`src/rtl/delay_pkg.sv`:
```
// Shared widths, output-select encoding and delay clamping for the delay_core slice.
// Pure declarations; no logic of its own.
package delay_pkg;

    localparam int DATA_W_DEF = 16;
    localparam int ADDR_W_DEF = 8;
    localparam int MOD_W_DEF  = 16;

    typedef enum logic [1:0] {
        OUT_ZERO = 2'd0,
        OUT_RAM  = 2'd1,
        OUT_BYP  = 2'd2
    } out_sel_e;

    // Clamp a signed delay sum into [1, depth-1]; caller truncates to ADDR_W bits.
    function automatic logic [31:0] clamp_delay(input logic signed [31:0] sum, input int depth);
        logic [31:0] d;
        if (sum < 32'sd1) begin
            d = 32'd1;
        end else if (sum > (depth - 1)) begin
            d = 32'(depth - 1);
        end else begin
            d = $unsigned(sum);
        end
        return d;
    endfunction

endpackage

```
`src/rtl/delay_ram.sv`:
```
// Simple dual-port RAM, DEPTH x DATA_W, synchronous write and read-first synchronous read.
// Latency: read data valid one cycle after rd_en.
// No backpressure: a port is idle whenever its enable is low, rd_dat holds.
module delay_ram #(
    parameter int DATA_W = 16,
    parameter int ADDR_W = 8
) (
    input  logic              clk,
    input  logic              wr_en,
    input  logic [ADDR_W-1:0] wr_addr,
    input  logic [DATA_W-1:0] wr_dat,
    input  logic              rd_en,
    input  logic [ADDR_W-1:0] rd_addr,
    output logic [DATA_W-1:0] rd_dat
);

    localparam int DEPTH = 1 << ADDR_W;

    logic [DATA_W-1:0] mem [DEPTH];

    always_ff @(posedge clk) begin
        if (wr_en) begin
            mem[wr_addr] <= wr_dat;
        end
        if (rd_en) begin
            rd_dat <= mem[rd_addr];
        end
    end

endmodule

```
`src/rtl/delay_core.sv`:
```
// Audio delay line: dout = din delayed by clamp(base_delay + mod_val, 1, DEPTH-1), or registered bypass.
// Latency: D enabled cycles on the delayed path, 1 cycle in bypass. Option macro: DELAY_CORE_OUT_MASK_EN.
// No backpressure: en=0 freezes write pointer, buffer and output.
module delay_core
    import delay_pkg::*;
#(
    parameter int DATA_W = DATA_W_DEF,
    parameter int ADDR_W = ADDR_W_DEF,
    parameter int MOD_W  = MOD_W_DEF
) (
    input  logic                     clk,
    input  logic                     rst_n,
    input  logic                     en,
    input  logic                     bypass,
    input  logic        [ADDR_W-1:0] base_delay,
    input  logic signed [MOD_W-1:0]  mod_val,
    input  logic signed [DATA_W-1:0] din,
    output logic signed [DATA_W-1:0] dout
);

    localparam int DEPTH = 1 << ADDR_W;
    localparam int SUM_W = ((ADDR_W + 1 > MOD_W) ? ADDR_W + 1 : MOD_W) + 1;

    logic signed [SUM_W-1:0]  sum;
    logic        [ADDR_W-1:0] d;
    logic        [ADDR_W-1:0] wr_ptr;
    logic        [ADDR_W-1:0] rd_addr;
    logic        [DATA_W-1:0] ram_q;
    logic signed [DATA_W-1:0] byp_dat;
    logic                     hist_ok;
    out_sel_e                 out_sel;

    assign sum     = SUM_W'($signed({1'b0, base_delay})) + SUM_W'(mod_val);
    assign d       = ADDR_W'(clamp_delay(32'(sum), DEPTH));
    assign rd_addr = wr_ptr - d;

`ifdef DELAY_CORE_OUT_MASK_EN
    logic [ADDR_W-1:0] fill;

    always_ff @(posedge clk or negedge rst_n) begin
        if (!rst_n) begin
            fill <= '0;
        end else if (en && (fill != {ADDR_W{1'b1}})) begin
            fill <= fill + 1'b1;
        end
    end

    // Reading a slot not yet written since reset would replay stale pre-reset audio.
    assign hist_ok = (fill >= d);
`else
    assign hist_ok = 1'b1;
`endif

    delay_ram #(
        .DATA_W (DATA_W),
        .ADDR_W (ADDR_W)
    ) u_ram (
        .clk     (clk),
        .wr_en   (en),
        .wr_addr (wr_ptr),
        .wr_dat  (din),
        .rd_en   (en),
        .rd_addr (rd_addr),
        .rd_dat  (ram_q)
    );

    // RAM read register doubles as the delayed output register; out_sel picks the source.
    always_ff @(posedge clk or negedge rst_n) begin
        if (!rst_n) begin
            wr_ptr  <= '0;
            byp_dat <= '0;
            out_sel <= OUT_ZERO;
        end else if (en) begin
            wr_ptr  <= wr_ptr + 1'b1;
            byp_dat <= din;
            if (bypass) begin
                out_sel <= OUT_BYP;
            end else if (hist_ok) begin
                out_sel <= OUT_RAM;
            end else begin
                out_sel <= OUT_ZERO;
            end
        end
    end

    always_comb begin
        dout = '0;
        case (out_sel)
            OUT_RAM: dout = $signed(ram_q);
            OUT_BYP: dout = byp_dat;
            default: dout = '0;
        endcase
    end

endmodule

```
`config.mk`:
```
export PLATFORM = sky130hd
export DESIGN_NAME = delay_core
export DESIGN_NICKNAME = d
export VERILOG_FILES = /design/src/rtl/delay_pkg.sv /design/src/rtl/delay_ram.sv /design/src/rtl/delay_core.sv
export SDC_FILE = /design/constraint.sdc
export NUM_CORES = 2
export LEC_CHECK = 0
export BUFFER_PORTS_ARGS = -buffer_cell sky130_fd_sc_hd__buf_2
export CELL_PAD_IN_SITES_DETAIL_PLACEMENT = 0
export CELL_PAD_IN_SITES_GLOBAL_PLACEMENT = 1
export CORE_MARGIN = 4
export CORE_UTILIZATION = 50
export CTS_BUF_LIST = sky130_fd_sc_hd__clkbuf_4 sky130_fd_sc_hd__clkbuf_8
export DETAILED_ROUTE_END_ITERATION = 8
export GPL_TIMING_DRIVEN = 0
export HOLD_SLACK_MARGIN = 0.03
export PLACE_DENSITY_LB_ADDON = 0.1
export SETUP_SLACK_MARGIN = 0.02
export SYNTH_ARGS = -nofsm -noshare
export SYNTH_HDL_FRONTEND = slang
export SYNTH_HIERARCHICAL = 1
export SYNTH_SLANG_ARGS = --single-unit
```
`constraint.sdc`:
```
create_clock -name clk -period 4.75 [get_ports clk]
set_input_delay 0.2375 -clock clk [delete_from_list [all_inputs] [get_ports clk]]
set_output_delay 0.2375 -clock clk [all_outputs]
set_load 0.02 [all_outputs]
```
# Word level (Yosys, flattened, before mapping)
# Memories as Yosys holds them, arrays and structs flattened. A register that Yosys moved wholly into a read port is not among the register bits.
# Cells that the tools add are included.
# word_totals
reg_bits,26
mem_bits_rw,4096
input_bits,44
word_cells,17
mem_count,1
# memory_table
name,depth,word_bits,rd,rd_ports_with_merged_regs,wr,line,rtl
u_ram.mem,256,16,1,1,1,delay_ram.sv:19,logic [DATA_W-1:0] mem [DEPTH];
# classes
add_sub_neg,3
n_lt_le_gt_ge,2
n_eq_ne,2
muxes,6
# op_table
op,n
$pmux W16 S2,1
$add A9 B16 Y17,1
$gt A17 B9 Y1 const B,1
$lt A17 B2 Y1 const B,1
$mux W8,2
$add A8 B1 Y8 const B,1
$sub A8 B8 Y8,1
$eq A2 B1 Y1 const B,1
$eq A2 B2 Y1 const B,1
$mux W1,2
$mux W2,1

# Longest topological paths before layout
# logic_depth
word_depth,5
depth_mapped,26
ltp_nobuf,24

# By module
# Netlist, hierarchy kept.
# by_module_without_submodules
mod,instances,cells_per_inst,area_per_inst_um2
delay_ram,1,7360,158874.9
delay_core,1,219,2080.7

# Worst setup path before layout
# No wires, ideal clock.
# synth_path
path_kind,input-to-reg
startpoint,input port base_delay[0]
endpoint,register u_ram.rd_dat[1] (read register of u_ram.mem) (data pin)
setup_time_ns,0.265
arrival_ns,5.168
required_time_ns,4.485
slack_ns,-0.683
cell_stages,26
n_path_buf,2
path_cell_list,ha_1 inv_1 fa_1 nor2b_4 o2111ai_2 a32oi_2 or2b_1 a32oi_2 nand3_1 nand2_1 ha_1 nor2b_1 o21a_1 o21a_1 o21a_1 o41a_1 xor2_1 xnor2_1 clkbuf_1 nand4b_1 nor2_1 clkbuf_1 o21ai_0 and4_1 nand4_1 nor4_1
# synth_between
elab_chain_len,5
# synth_lines
item,line,rtl
from (decl),delay_core.sv:15,"input logic [ADDR_W-1:0] base_delay,"
$add A9 B16 Y17 *,delay_core.sv:33,"assign sum = SUM_W'($signed({1'b0, base_delay})) + SUM_W'(mod_val);"
$gt A17 B9 Y1,delay_pkg.sv:20,end else if (sum > (depth - 1)) begin
$mux W8,delay_pkg.sv:20,
$mux W8 *,delay_pkg.sv:18,if (sum < 32'sd1) begin
$sub A8 B8 Y8 *,delay_core.sv:35,assign rd_addr = wr_ptr - d;
via rd_addr[7],delay_core.sv:27,logic [ADDR_W-1:0] rd_addr;
to (decl),delay_ram.sv:14,output logic [DATA_W-1:0] rd_dat
# The timed path passes the listed nets; every way through them passes the cells marked *.
# A chain may end at the register's enable or synchronous reset.

# Final worst setup path
# layout_path
startpoint,input port mod_val[0]
endpoint,register u_ram.rd_dat[1] (read register of u_ram.mem) (data pin)
# layout_between
elab_chain_len,5
# layout_lines
item,line,rtl
from (decl),delay_core.sv:16,"input logic signed [MOD_W-1:0] mod_val,"
$add A9 B16 Y17 *,delay_core.sv:33,
$gt A17 B9 Y1,delay_pkg.sv:20,
$mux W8,delay_pkg.sv:20,
$mux W8 *,delay_pkg.sv:18,
$sub A8 B8 Y8 *,delay_core.sv:35,
via rd_addr[1],delay_core.sv:27,
# Marked as above.

==> summary.md <==
| Metric | Value |
|---|---|
| Status | `finished, violations left` |
| Failing checks | `max-capacitance violations, negative setup slack` |
| Worst EP required | `5.71 ns` |
| R2R Path End | `u_ram/rd_dat[1]` |
| Worst min-delay path endpoint | `u_ram/mem[71][5]` |
| Worst Max-Slew Pin Slew | `1.487 ns` |
| Worst-path clk slew | `0.06 ns` |
| Switching power | `60,410 uW` |
| Die area | `0.3311 mm2` |
| Post-DP HPWL | `368,200 um` |
| Count of unique library cells instantiated by Yosys | `75` |
| Post-synthesis sequential area ratio | `77.12%` |
| Worst rel slew slack | `0.8595%` |
| Skew final | `0.05389 ns` |
| Wire per inst | `39.70 um` |
| Post-synthesis adder-cell area fraction | `0.1648%` |
| Die H | `575.4 um` |
| Register-to-register setup slack | `0 ns` |
| Post-route setup TNS | `-8.141 ns` |
| DR pass1 iterations | `6` |
| Final setup fails | `16` |
| Row count | `208` |
| FF-to-FF path depth | `15` |
| Drt drc | `0` |
| Core outline area | `0.3209 mm2` |
| Clock tree buffer depth | `4` |
| Cell count after synthesis | `7,579` |
| Gate power share | `49.7%` |
| Net Count, Synth | `7,643` |
| Flop pwr share | `29.0%` |
| Via count | `88,880` |
| CTS tree | `yes` |
| Worst-Skew Late Latency | `1.23 ns` |
| Compound-Gate Fraction of Synth Area | `3.740%` |
| Tmin final | `5.437 ns` |
| Worst setup EP type | `flip-flop` |
| Clock Sinks | `4,138` |
| Final Hold Fails | `0` |
| GP Congestion | `1.013` |
| Post-Synth Simple-Gate Area | `1.751%` |
| Area Overhead vs Synth | `19.56%` |
| Hold/Removal Path Class | `in2reg` |
| Number of global-route vias before repair | `86,020` |
| Max Slew Vio Count | `0` |
| Largest net degree at the start of global routing | `154` |
| Total number of H-tree levels | `6` |
| Layout cells sized above 1 | `37.27%` |
| Port Buf Inserts | `59` |
| RSZ-0062 raised after global routing | `true` |
| Leak | `0.06178 uW` |
| Utilization after layout | `59.97%` |
| I/O pins | `60` |
| Number of synthesized flops with an enable pin | `4,112` |
| Worst setup SP type | `input pin` |
| Total track usage | `32.23%` |
| First-pass GRT wire length | `725,300 um` |
| Post-Syn Area | `0.1610 mm2` |
| Worst path arrival time | `6.40 ns` |
| Root Driver | `clkbuf_8` |
| Xor and xnor area share after synthesis | `0.1034%` |
| Starting Density | `50.16%` |
| Nets | `8,790` |
| Final period utilization | `114.5%` |
| Pwr per Cell Area | `732.9 mW/mm2` |
| Multiplexer share of the synthesized area | `15.41%` |
| Initial antenna violation count | `36` |
| Filler cell count | `23,080` |
| Syn Area/Cell | `21.24 um2` |
| Setup WS post-layout | `-0.6868 ns` |
| CTS buffer count | `676` |
| Max Cap Viol | `1` |
| Post-synth ARST share | `0.6283%` |
| Reg2reg start | `wr_ptr[0]` |
| Worst vdd ir | `0.5019 mV` |
| Final WL | `538,200 um` |
| Detail Route Antenna Nets | `0` |
| DR iter-0 viols | `14,050` |
| Most frequent cells in the layout | `edfxtp_1, mux4_2, clkbuf_8` |
| Hold wc startpoint | `din[5]` |
| GR Overflow Total | `0` |
| Ys Warns | `6` |
| Post-synthesis register bit count | `4,138` |
| Primary FF master, synth | `edfxtp_1` |
| Crit path max fanout | `10` |
| Vias per inst | `6.556` |
| Die Wd | `575.4 um` |
| Sw Ratio | `42.83%` |
| Critical path class | `in2reg` |
| Worst hold stages | `3` |
| Largest family of logic cells by synthesized area | `multiplexers` |
| Fmax | `183.9 MHz` |
| Most common cell after layout, fill and taps aside | `edfxtp_1` |
| Pint | `80,630 uW` |
| Clock power share | `21.2%` |
| WHS | `0.1175 ns` |
==> kinds of logic (layout without fill, tap and decap cells) <==
| group | after synthesis | count (layout) |
|---|---|---|
| and+or+nand+nor | 619 | 619 |
| other | 0 | 17 |
| DFF | 4138 | 4138 |
| adders and majority gates | 20 | 20 |
| AOI/OAI and AO/OA | 840 | 840 |
| buffers and inverters | 475 | 2131 |
| xor gates and xnor gates | 19 | 19 |
| muxes | 1468 | 1468 |
==> synthesized netlist by cell type, types with 10 or more instances <==
cell type / n / area, um2
a22oi_1: 59 / 442.9
nor2_1: 332 / 1246
nand2_1: 47 / 176.4
mux2i_1: 566 / 5665
buf_8: 11 / 165.2
a221oi_1: 28 / 245.2
ha_1: 18 / 225.2
xnor2_1: 11 / 96.34
o22ai_1: 148 / 925.9
inv_1: 13 / 48.80
o31ai_1: 16 / 120.1
nand4_1: 32 / 200.2
nor2b_1: 10 / 62.56
a21oi_1: 181 / 905.9
o221ai_1: 252 / 2207
dfrtp_1: 26 / 650.6
a22o_1: 32 / 280.3
nor4_1: 18 / 112.6
buf_1: 29 / 108.9
mux4_2: 797 / 17950
edfxtp_1: 4112 / 123500
buf_4: 26 / 195.2
buf_2: 76 / 380.4
clkbuf_1: 237 / 889.6
nor3_1: 96 / 480.5
nand3_1: 37 / 185.2
o21ai_0: 47 / 235.2
mux2_2: 105 / 1182
and3_1: 12 / 75.07
buf_6: 77 / 867.1
o32ai_1: 20 / 175.2
a211oi_1: 18 / 135.1
==> state kept, by name, indices dropped and copies added, names as in the netlist <==
name,flops
byp_dat,16
out_sel,2
wr_ptr,8
u_ram/rd_dat,16
u_ram/mem,4096
==> layout make-up <==
class,count,area [um2],share of cell area [%]
antenna,17,42.54,0.02211
buffer,458,4368,2.270
clock buffer,912,11190,5.814
clock inverter,275,1629,0.8465
inverter,14,58.81,0.03056
multi-input combinational,2966,38560,20.04
sequential,4138,124100,64.50
tap,4305,5386,2.799
timing repair buffer,472,7084,3.681
==> metrics by stage <==
step | instance area, um2 | worst slack, ns | cells | power [uW]
floorplan | 161200 | -0.2734 | 7579 | 71390
global placement | 166900 | -5.431 | 11940 | 98960
detailed placement | 173000 | -5.028 | 12230 | 99430
CTS | 191600 | -0.5114 | 13520 | 138600
global route | 192400 | -0.6423 | 13540 | 143800
finish | 192400 | -0.6868 | 13560 | 141000
==> critical path, stage by stage <==
cell	delay (ns)
buf_6	0.10
ha_4	0.15
inv_2	0.05
fa_2	0.22
nor2b_4	0.06
o2111ai_4	0.21
a32oi_2	0.17
buf_4	0.17
or4_4	0.42
a32oi_4	0.24
nand2_2	0.09
a2111o_2	0.49
ha_4	0.23
inv_2	0.05
fa_1	0.44
buf_12	0.18
buf_4	0.14
buf_12	0.16
buf_6	0.20
buf_6	0.22
clkbuf_4	0.27
mux4_2	0.40
o32ai_1	0.13
a22oi_2	0.41
nand4_1	0.24
nor4_4	0.61
==> worst max path at each step <==
stage	cells after the start	from	slack (ns)	end
finish	26	mod_val[0]	-0.69	u_ram/rd_dat[1]
global route	31	mod_val[0]	-0.64	u_ram/rd_dat[1]
CTS	30	mod_val[0]	-0.51	u_ram/rd_dat[1]
detailed placement	25	base_delay[0]	-5.03	u_ram/rd_dat[6]
global placement	21	base_delay[0]	-5.43	u_ram/rd_dat[2]
floorplan	26	base_delay[0]	-0.27	u_ram/rd_dat[1]
==> power by group through the flow <==
stage | clock network, uW | logic (uW) | registers [uW]
final | 29900 | 70100 | 41000
after global routing | 32200 | 70700 | 41000
after CTS | 30400 | 67200 | 40900
after detailed placement | 0 | 57700 | 41700
after global placement | 0 | 57100 | 41900
after floorplan | 0 | 29700 | 41600
==> layer usage <==
layer,share of wire (%),track usage [%]
met4,4.3,11.87
met2,43,46.14
met1,40,47.47
met5,0.013,0
met3,13,9.316
==> what timing repair did <==
item / in CTS / in global routing
hold endpoints to repair: 3485 / 0
gates cloned: 3 / 1
gates resized for setup: 1013 / 160
setup buffers: 53 / 19
endpoints found under the setup margin: 16 / 16
pin swaps: 107 / 64
hold buffers: 49 / 0
Note: power is estimated with default switching activity, not from simulation.
